### src/rtl/versatile_fifo_mc_ram.sv
`default_nettype none
// ============================================================================
// Module      : versatile_fifo_mc_ram
// Description : Single-clock multi-channel FIFO. 2**CH_BITS logical queues
//               share one dual-port RAM split into equal per-channel regions.
//               Per-channel pointers, registered full/empty/almost-full flags
//               and per-channel flush.
//               Optional sticky overflow/underflow flags are enabled with the
//               macro VERSATILE_FIFO_MC_ERR_EN.
// Revision    : 1.0 - initial release
// ============================================================================
module versatile_fifo_mc_ram #(
    parameter int DATA_WIDTH  = 8,
    parameter int CH_BITS     = 2,
    parameter int ADDR_WIDTH  = 4,
    parameter int AFULL_LEVEL = 12
) (
    input  logic                    clk,
    input  logic                    rst,
    input  logic                    wr_en,
    input  logic [CH_BITS-1:0]      wr_ch,
    input  logic [DATA_WIDTH-1:0]   wr_d,
    input  logic                    rd_en,
    input  logic [CH_BITS-1:0]      rd_ch,
    output logic [DATA_WIDTH-1:0]   rd_q,
    output logic                    rd_valid,
    input  logic                    flush_en,
    input  logic [CH_BITS-1:0]      flush_ch,
    output logic [2**CH_BITS-1:0]   full,
    output logic [2**CH_BITS-1:0]   empty,
    output logic [2**CH_BITS-1:0]   afull
`ifdef VERSATILE_FIFO_MC_ERR_EN
    ,
    output logic [2**CH_BITS-1:0]   ovf,
    output logic [2**CH_BITS-1:0]   udf,
    input  logic                    err_clr
`endif
);

    localparam int c_NCH   = 2**CH_BITS;
    localparam int c_DEPTH = 2**ADDR_WIDTH;
    localparam int c_PW    = ADDR_WIDTH + 1;
    localparam int c_AW    = CH_BITS + ADDR_WIDTH;

    localparam logic [c_PW-1:0] c_ONE   = c_PW'(1);
    localparam logic [c_PW-1:0] c_MSB   = {1'b1, {ADDR_WIDTH{1'b0}}};
    localparam logic [c_PW-1:0] c_AFULL = c_PW'(AFULL_LEVEL);

    logic [DATA_WIDTH-1:0] r_mem [0:c_NCH*c_DEPTH-1];

    logic [c_PW-1:0]       r_wr_ptr [c_NCH];
    logic [c_PW-1:0]       r_rd_ptr [c_NCH];
    logic [c_NCH-1:0]      r_full;
    logic [c_NCH-1:0]      r_empty;
    logic [c_NCH-1:0]      r_afull;
    logic [DATA_WIDTH-1:0] r_rd_q;
    logic                  r_rd_valid;

    logic [c_PW-1:0]       w_wr_ptr_nxt [c_NCH];
    logic [c_PW-1:0]       w_rd_ptr_nxt [c_NCH];
    logic [c_PW-1:0]       w_occ_nxt    [c_NCH];
    logic [c_NCH-1:0]      w_wr_sel;
    logic [c_NCH-1:0]      w_rd_sel;
    logic [c_NCH-1:0]      w_fl_sel;
    logic [c_NCH-1:0]      w_full_nxt;
    logic [c_NCH-1:0]      w_empty_nxt;
    logic [c_NCH-1:0]      w_afull_nxt;
    logic                  w_wr_acc;
    logic                  w_rd_acc;
    logic [c_AW-1:0]       w_wr_addr;
    logic [c_AW-1:0]       w_rd_addr;

    // Acceptance looks only at flags registered at the start of the cycle,
    // so there is no same-cycle write-to-read bypass.
    assign w_wr_acc  = wr_en & ~r_full[wr_ch]  & ~(flush_en & (flush_ch == wr_ch));
    assign w_rd_acc  = rd_en & ~r_empty[rd_ch] & ~(flush_en & (flush_ch == rd_ch));
    assign w_wr_addr = {wr_ch, r_wr_ptr[wr_ch][ADDR_WIDTH-1:0]};
    assign w_rd_addr = {rd_ch, r_rd_ptr[rd_ch][ADDR_WIDTH-1:0]};

    for (genvar gi = 0; gi < c_NCH; gi++) begin : g_ch
        assign w_wr_sel[gi] = w_wr_acc & (wr_ch == CH_BITS'(gi));
        assign w_rd_sel[gi] = w_rd_acc & (rd_ch == CH_BITS'(gi));
        assign w_fl_sel[gi] = flush_en & (flush_ch == CH_BITS'(gi));

        assign w_wr_ptr_nxt[gi] = w_wr_sel[gi] ? r_wr_ptr[gi] + c_ONE : r_wr_ptr[gi];
        // Flush drains the channel by catching the read pointer up to the
        // (unchanged, since a same-cycle write is dropped) write pointer.
        assign w_rd_ptr_nxt[gi] = w_fl_sel[gi] ? r_wr_ptr[gi] :
                                  w_rd_sel[gi] ? r_rd_ptr[gi] + c_ONE : r_rd_ptr[gi];

        assign w_occ_nxt[gi]   = w_wr_ptr_nxt[gi] - w_rd_ptr_nxt[gi];
        assign w_empty_nxt[gi] = (w_wr_ptr_nxt[gi] == w_rd_ptr_nxt[gi]);
        assign w_full_nxt[gi]  = ((w_wr_ptr_nxt[gi] ^ w_rd_ptr_nxt[gi]) == c_MSB);
        assign w_afull_nxt[gi] = (w_occ_nxt[gi] >= c_AFULL);
    end

    // Shared RAM write port; contents are intentionally not reset.
    always_ff @(posedge clk) begin
        if (!rst && w_wr_acc) begin
            r_mem[w_wr_addr] <= wr_d;
        end
    end

    // Per-channel pointers and flags advance together on the same edge.
    always_ff @(posedge clk) begin
        if (rst) begin
            for (int i = 0; i < c_NCH; i++) begin
                r_wr_ptr[i] <= '0;
                r_rd_ptr[i] <= '0;
            end
            r_full  <= '0;
            r_empty <= '1;
            r_afull <= '0;
        end else begin
            for (int i = 0; i < c_NCH; i++) begin
                r_wr_ptr[i] <= w_wr_ptr_nxt[i];
                r_rd_ptr[i] <= w_rd_ptr_nxt[i];
            end
            r_full  <= w_full_nxt;
            r_empty <= w_empty_nxt;
            r_afull <= w_afull_nxt;
        end
    end

    // Registered read port: one cycle latency, data holds when idle.
    always_ff @(posedge clk) begin
        if (rst) begin
            r_rd_q     <= '0;
            r_rd_valid <= 1'b0;
        end else begin
            r_rd_valid <= w_rd_acc;
            if (w_rd_acc) begin
                r_rd_q <= r_mem[w_rd_addr];
            end
        end
    end

    assign rd_q     = r_rd_q;
    assign rd_valid = r_rd_valid;
    assign full     = r_full;
    assign empty    = r_empty;
    assign afull    = r_afull;

`ifdef VERSATILE_FIFO_MC_ERR_EN
    logic [c_NCH-1:0] r_ovf;
    logic [c_NCH-1:0] r_udf;
    logic [c_NCH-1:0] w_ovf_set;
    logic [c_NCH-1:0] w_udf_set;

    // Drops caused by a flush on the same channel are not errors.
    for (genvar gi = 0; gi < c_NCH; gi++) begin : g_err
        assign w_ovf_set[gi] = wr_en & (wr_ch == CH_BITS'(gi)) & r_full[gi]  & ~w_fl_sel[gi];
        assign w_udf_set[gi] = rd_en & (rd_ch == CH_BITS'(gi)) & r_empty[gi] & ~w_fl_sel[gi];
    end

    // Sticky error flags; a new event wins over a same-cycle clear.
    always_ff @(posedge clk) begin
        if (rst) begin
            r_ovf <= '0;
            r_udf <= '0;
        end else begin
            r_ovf <= (err_clr ? '0 : r_ovf) | w_ovf_set;
            r_udf <= (err_clr ? '0 : r_udf) | w_udf_set;
        end
    end

    assign ovf = r_ovf;
    assign udf = r_udf;
`endif

endmodule
`default_nettype wire

### config.mk
export PLATFORM = sky130hd
export DESIGN_NAME = versatile_fifo_mc_ram
export DESIGN_NICKNAME = d
export VERILOG_FILES = /design/src/rtl/versatile_fifo_mc_ram.sv
export SDC_FILE = /design/constraint.sdc
export NUM_CORES = 1
export LEC_CHECK = 0
export ABC_AREA = 1
export BUFFER_PORTS_ARGS = -buffer_cell sky130_fd_sc_hd__buf_4
export CORE_AREA = 10 10 230 232
export CTS_CLUSTER_SIZE = 14
export DETAILED_ROUTE_END_ITERATION = 8
export DIE_AREA = 0 0 240 242
export GPL_TIMING_DRIVEN = 0
export PLACE_DENSITY_LB_ADDON = 0.2
export SYNTH_ARGS = -nofsm -noshare
export SYNTH_HDL_FRONTEND = slang
export SYNTH_SLANG_ARGS = --single-unit
### constraint.sdc
create_clock -name clk -period 6.5 [get_ports clk]
set_input_delay 0.65 -clock clk [delete_from_list [all_inputs] [get_ports clk]]
set_output_delay 0.65 -clock clk [all_outputs]
set_load 0.1 [all_outputs]
==> results.cfg <==
[outcome]
outcome = finished, violations left
violations = DRC

[setup_path]
max_stage_delay_ns = 1.16
critPathSlowestCell = nor2_1
cp-start-kind = flip-flop
cp_max_fo = 8
r2r_start = full[1]
cp.arrival_ns = 3.93
crit_path_start = full[1]
required_ns = 6.75
cp_cell_sequence = nand3_1 -> nand3_1 -> nor2_4 -> nand2_2 -> nor2_1 -> nand4_1 -> nor2_1
r2r_setup_slack_ns = 2.82
worst-setup-path-type = reg2reg
cp_num_buf_inv = 0
cp_top_family = simple AND/OR/NAND/NOR gates
end_kind = flip-flop

[sta]
fin_crit_ns = 3.68
setup_viol = 0
slew_violations = 0
worst_slew_pin_slew_ns = 1.26
fin_crit_sh = 0.565
fin_tns_setup_ns = 0
finalClockSkew_ns = 0.0366
hold_viol = 0
slew_headroom = 0.155
rsz0062_at_grt = no
max_freq_ghz = 0.272

[grt]
overflow = 0
grt_max_degree = 65
grt_pass1_vias = 17500
grt.total_usage = 0.274
grt_pass1_wl_um = 115000
antenna_found_initial = 0

[clock_tree]
postCtsHoldBufs = 0
cts_made_buffers = 59
clk_pin_slew_ns = 0.06
cts_root_buf = clkbuf_16
clock_path_buffers = 3
cts.sinks = 573
htree_levels = 2
cts_tree = yes
cts_resized = 0
cts_setup_buffers = 0
clk_latency_ns = 0.65

[place]
place_inst = 2895
globalplace.congestion = 1.01
hpwl_um = 54000
port_buffers = 38

[die]
core_mm2 = 0.0484
row_count = 81
dieArea_mm2 = 0.0581
fp.dieH_um = 242
ios = 40
die_x_um = 240
start_util = 0.514

[detailed_routing]
wl_per_cell_um = 26.6
drt_pass1_iterations = 8
num_vias = 18100
drtIter0Drc = 2509
viasPerCell = 6.02
routed_wl_um = 80000
drtAntennaViolNets = 0
route.detailed.drc = 1

[synth]
syn_inst = 2235
synth_top_area_frac = 0.617
synth_nets = 2277
synth-seq-area-share = 0.666
syn_area_per_cell_um2 = 11.1
synth_top_cell_by_area = edfxtp_1
synth.top_cells.by_area = edfxtp_1 62%, nor2_1 5.6%, dfxtp_1 4.9%
syn_area_mm2 = 0.0249
ys_ff_latch = 573
synth_cell_types = 39
yosys_warnings = 0

[final_layout]
instances_no_fill = 3002
drive_gt1_frac = 0.128
multi_input_area_mm2 = 0.00718
insertedDiodeCount = 0
final_nets = 2376
fillers = 4079
synthToLayoutAreaGrowth_pct = 11.7
regArea_mm2 = 0.0166

[min_path]
hp-class = in2reg
hp-start = flush_ch[1]

[pwr]
powerDensity_mw_per_mm2 = 304
peakVddDrop_mv = 0.254
total_power_mw = 8.46
p_leak_nw = 10.0

[flow_run]
cap_violations = 0
final timing paths:
check                   endpoint  cells past startpoint
hold reg to reg          rd_q[5]                      2
setup reg to reg    r_mem[10][4]                      7
hold / removal    r_rd_ptr[0][0]                      4
setup / recovery    r_mem[10][4]                      7
cell type report:
type | instances | area share
Sequential cell | 573 | 0.597
Buffer | 113 | 0.0222
Multi-Input combinational cell | 1413 | 0.258
Clock inverter | 35 | 0.0115
Timing Repair Buffer | 38 | 0.0103
Clock buffer | 72 | 0.0548
Tap cell | 622 | 0.0280
Inverter | 136 | 0.0184
routing by layer:
layer / track usage / share of wire
met1: 0.345 / 0.38
met2: 0.432 / 0.46
met3: 0.0626 / 0.10
met4: 0.146 / 0.057
met5: 0 / 0
flip-flops by register name, summed over array words and instances (netlist names):
| signal | flops |
|---|---|
| r_mem | 512 |
| r_rd_ptr | 20 |
| r_wr_ptr | 20 |
| rd_q | 8 |
| afull | 4 |
| empty | 4 |
| full | 4 |
| rd_valid | 1 |
cells by family (layout without fill, tap and decap cells):
kind of cell | count (synthesis) | after routing | synth area share
and+or+nand+nor | 962 | 962 | 0.170
DFF | 573 | 573 | 0.666
AOI/OAI and AO/OA | 403 | 403 | 0.0978
buffers and inverters | 249 | 394 | 0.0454
xor gates and xnor gates | 25 | 25 | 0.00879
adders and majority gates | 23 | 23 | 0.0119
power breakdown:
group	internal (mW)	leakage, nW	switching (mW)
Sequential	4.04	5.10	0.0248
Clock	1.89	0.893	1.42
Combinational	0.265	4.00	0.821
cell usage in the layout (no fill, tap or decap), types with 3 or more instances in the layout:
master and instances:
nor2_4 3, buf_2 56, or2_2 80, ha_1 22, o21ai_1 66, nand2_1 276
clkinv_1 20, buf_4 53, inv_2 10, xor2_1 21, nor3_1 9, a21oi_1 29
nand3b_1 9, edfxtp_1 512, o22ai_1 4, nand3_2 5, o21ai_0 144, o211ai_1 152
inv_1 123, bufinv_16 6, dfxtp_1 61, nand4_1 19, nor2_1 369, buf_6 9
nand3_1 180, nor2_2 4, clkbuf_16 59, clkinv_2 6, xnor2_1 4, clkbuf_1 44
o21a_1 3, nand2_2 4, inv_6 3
stage by stage:
step / cell area [µm²] / hold slack (ns) / setup WS [ns] / utilization
final: 27800 / 0.426 / 2.82 / 0.574
after detailed placement: 26000 / 0.513 / 2.49 / 0.536
after floorplan: 24900 / 0.496 / 3.60 / -
after global placement: 26000 / 0.513 / 2.56 / 0.536
after global routing: 27800 / 0.448 / 2.83 / 0.574
after CTS: 27800 / 0.412 / 3.01 / 0.574
Yosys cell counts (all sizes together):
| library cell | instances |
|---|---|
| nor2 | 376 |
| o22ai | 5 |
| nor4 | 1 |
| a21oi | 29 |
| xnor2 | 4 |
| o21a | 3 |
| dfxtp | 61 |
| o21bai | 2 |
| nand3 | 185 |
| xor2 | 21 |
| inv | 134 |
| fa | 1 |
| edfxtp | 512 |
| nand3b | 9 |
| ha | 22 |
| nor3 | 10 |
| nand2 | 281 |
| or4 | 1 |
| buf | 82 |
| clkbuf | 31 |
| o31ai | 2 |
| o21ai | 210 |
| or2 | 80 |
| clkinv | 2 |
| nand4 | 19 |
| o211ai | 152 |
worst register-to-register path, delay by kind of cell, from the launching register on:
family,cells,cell delay [ns]
DFF,1,0.34
and+or+nand+nor,7,2.97
(Power assumes the default switching activity.)
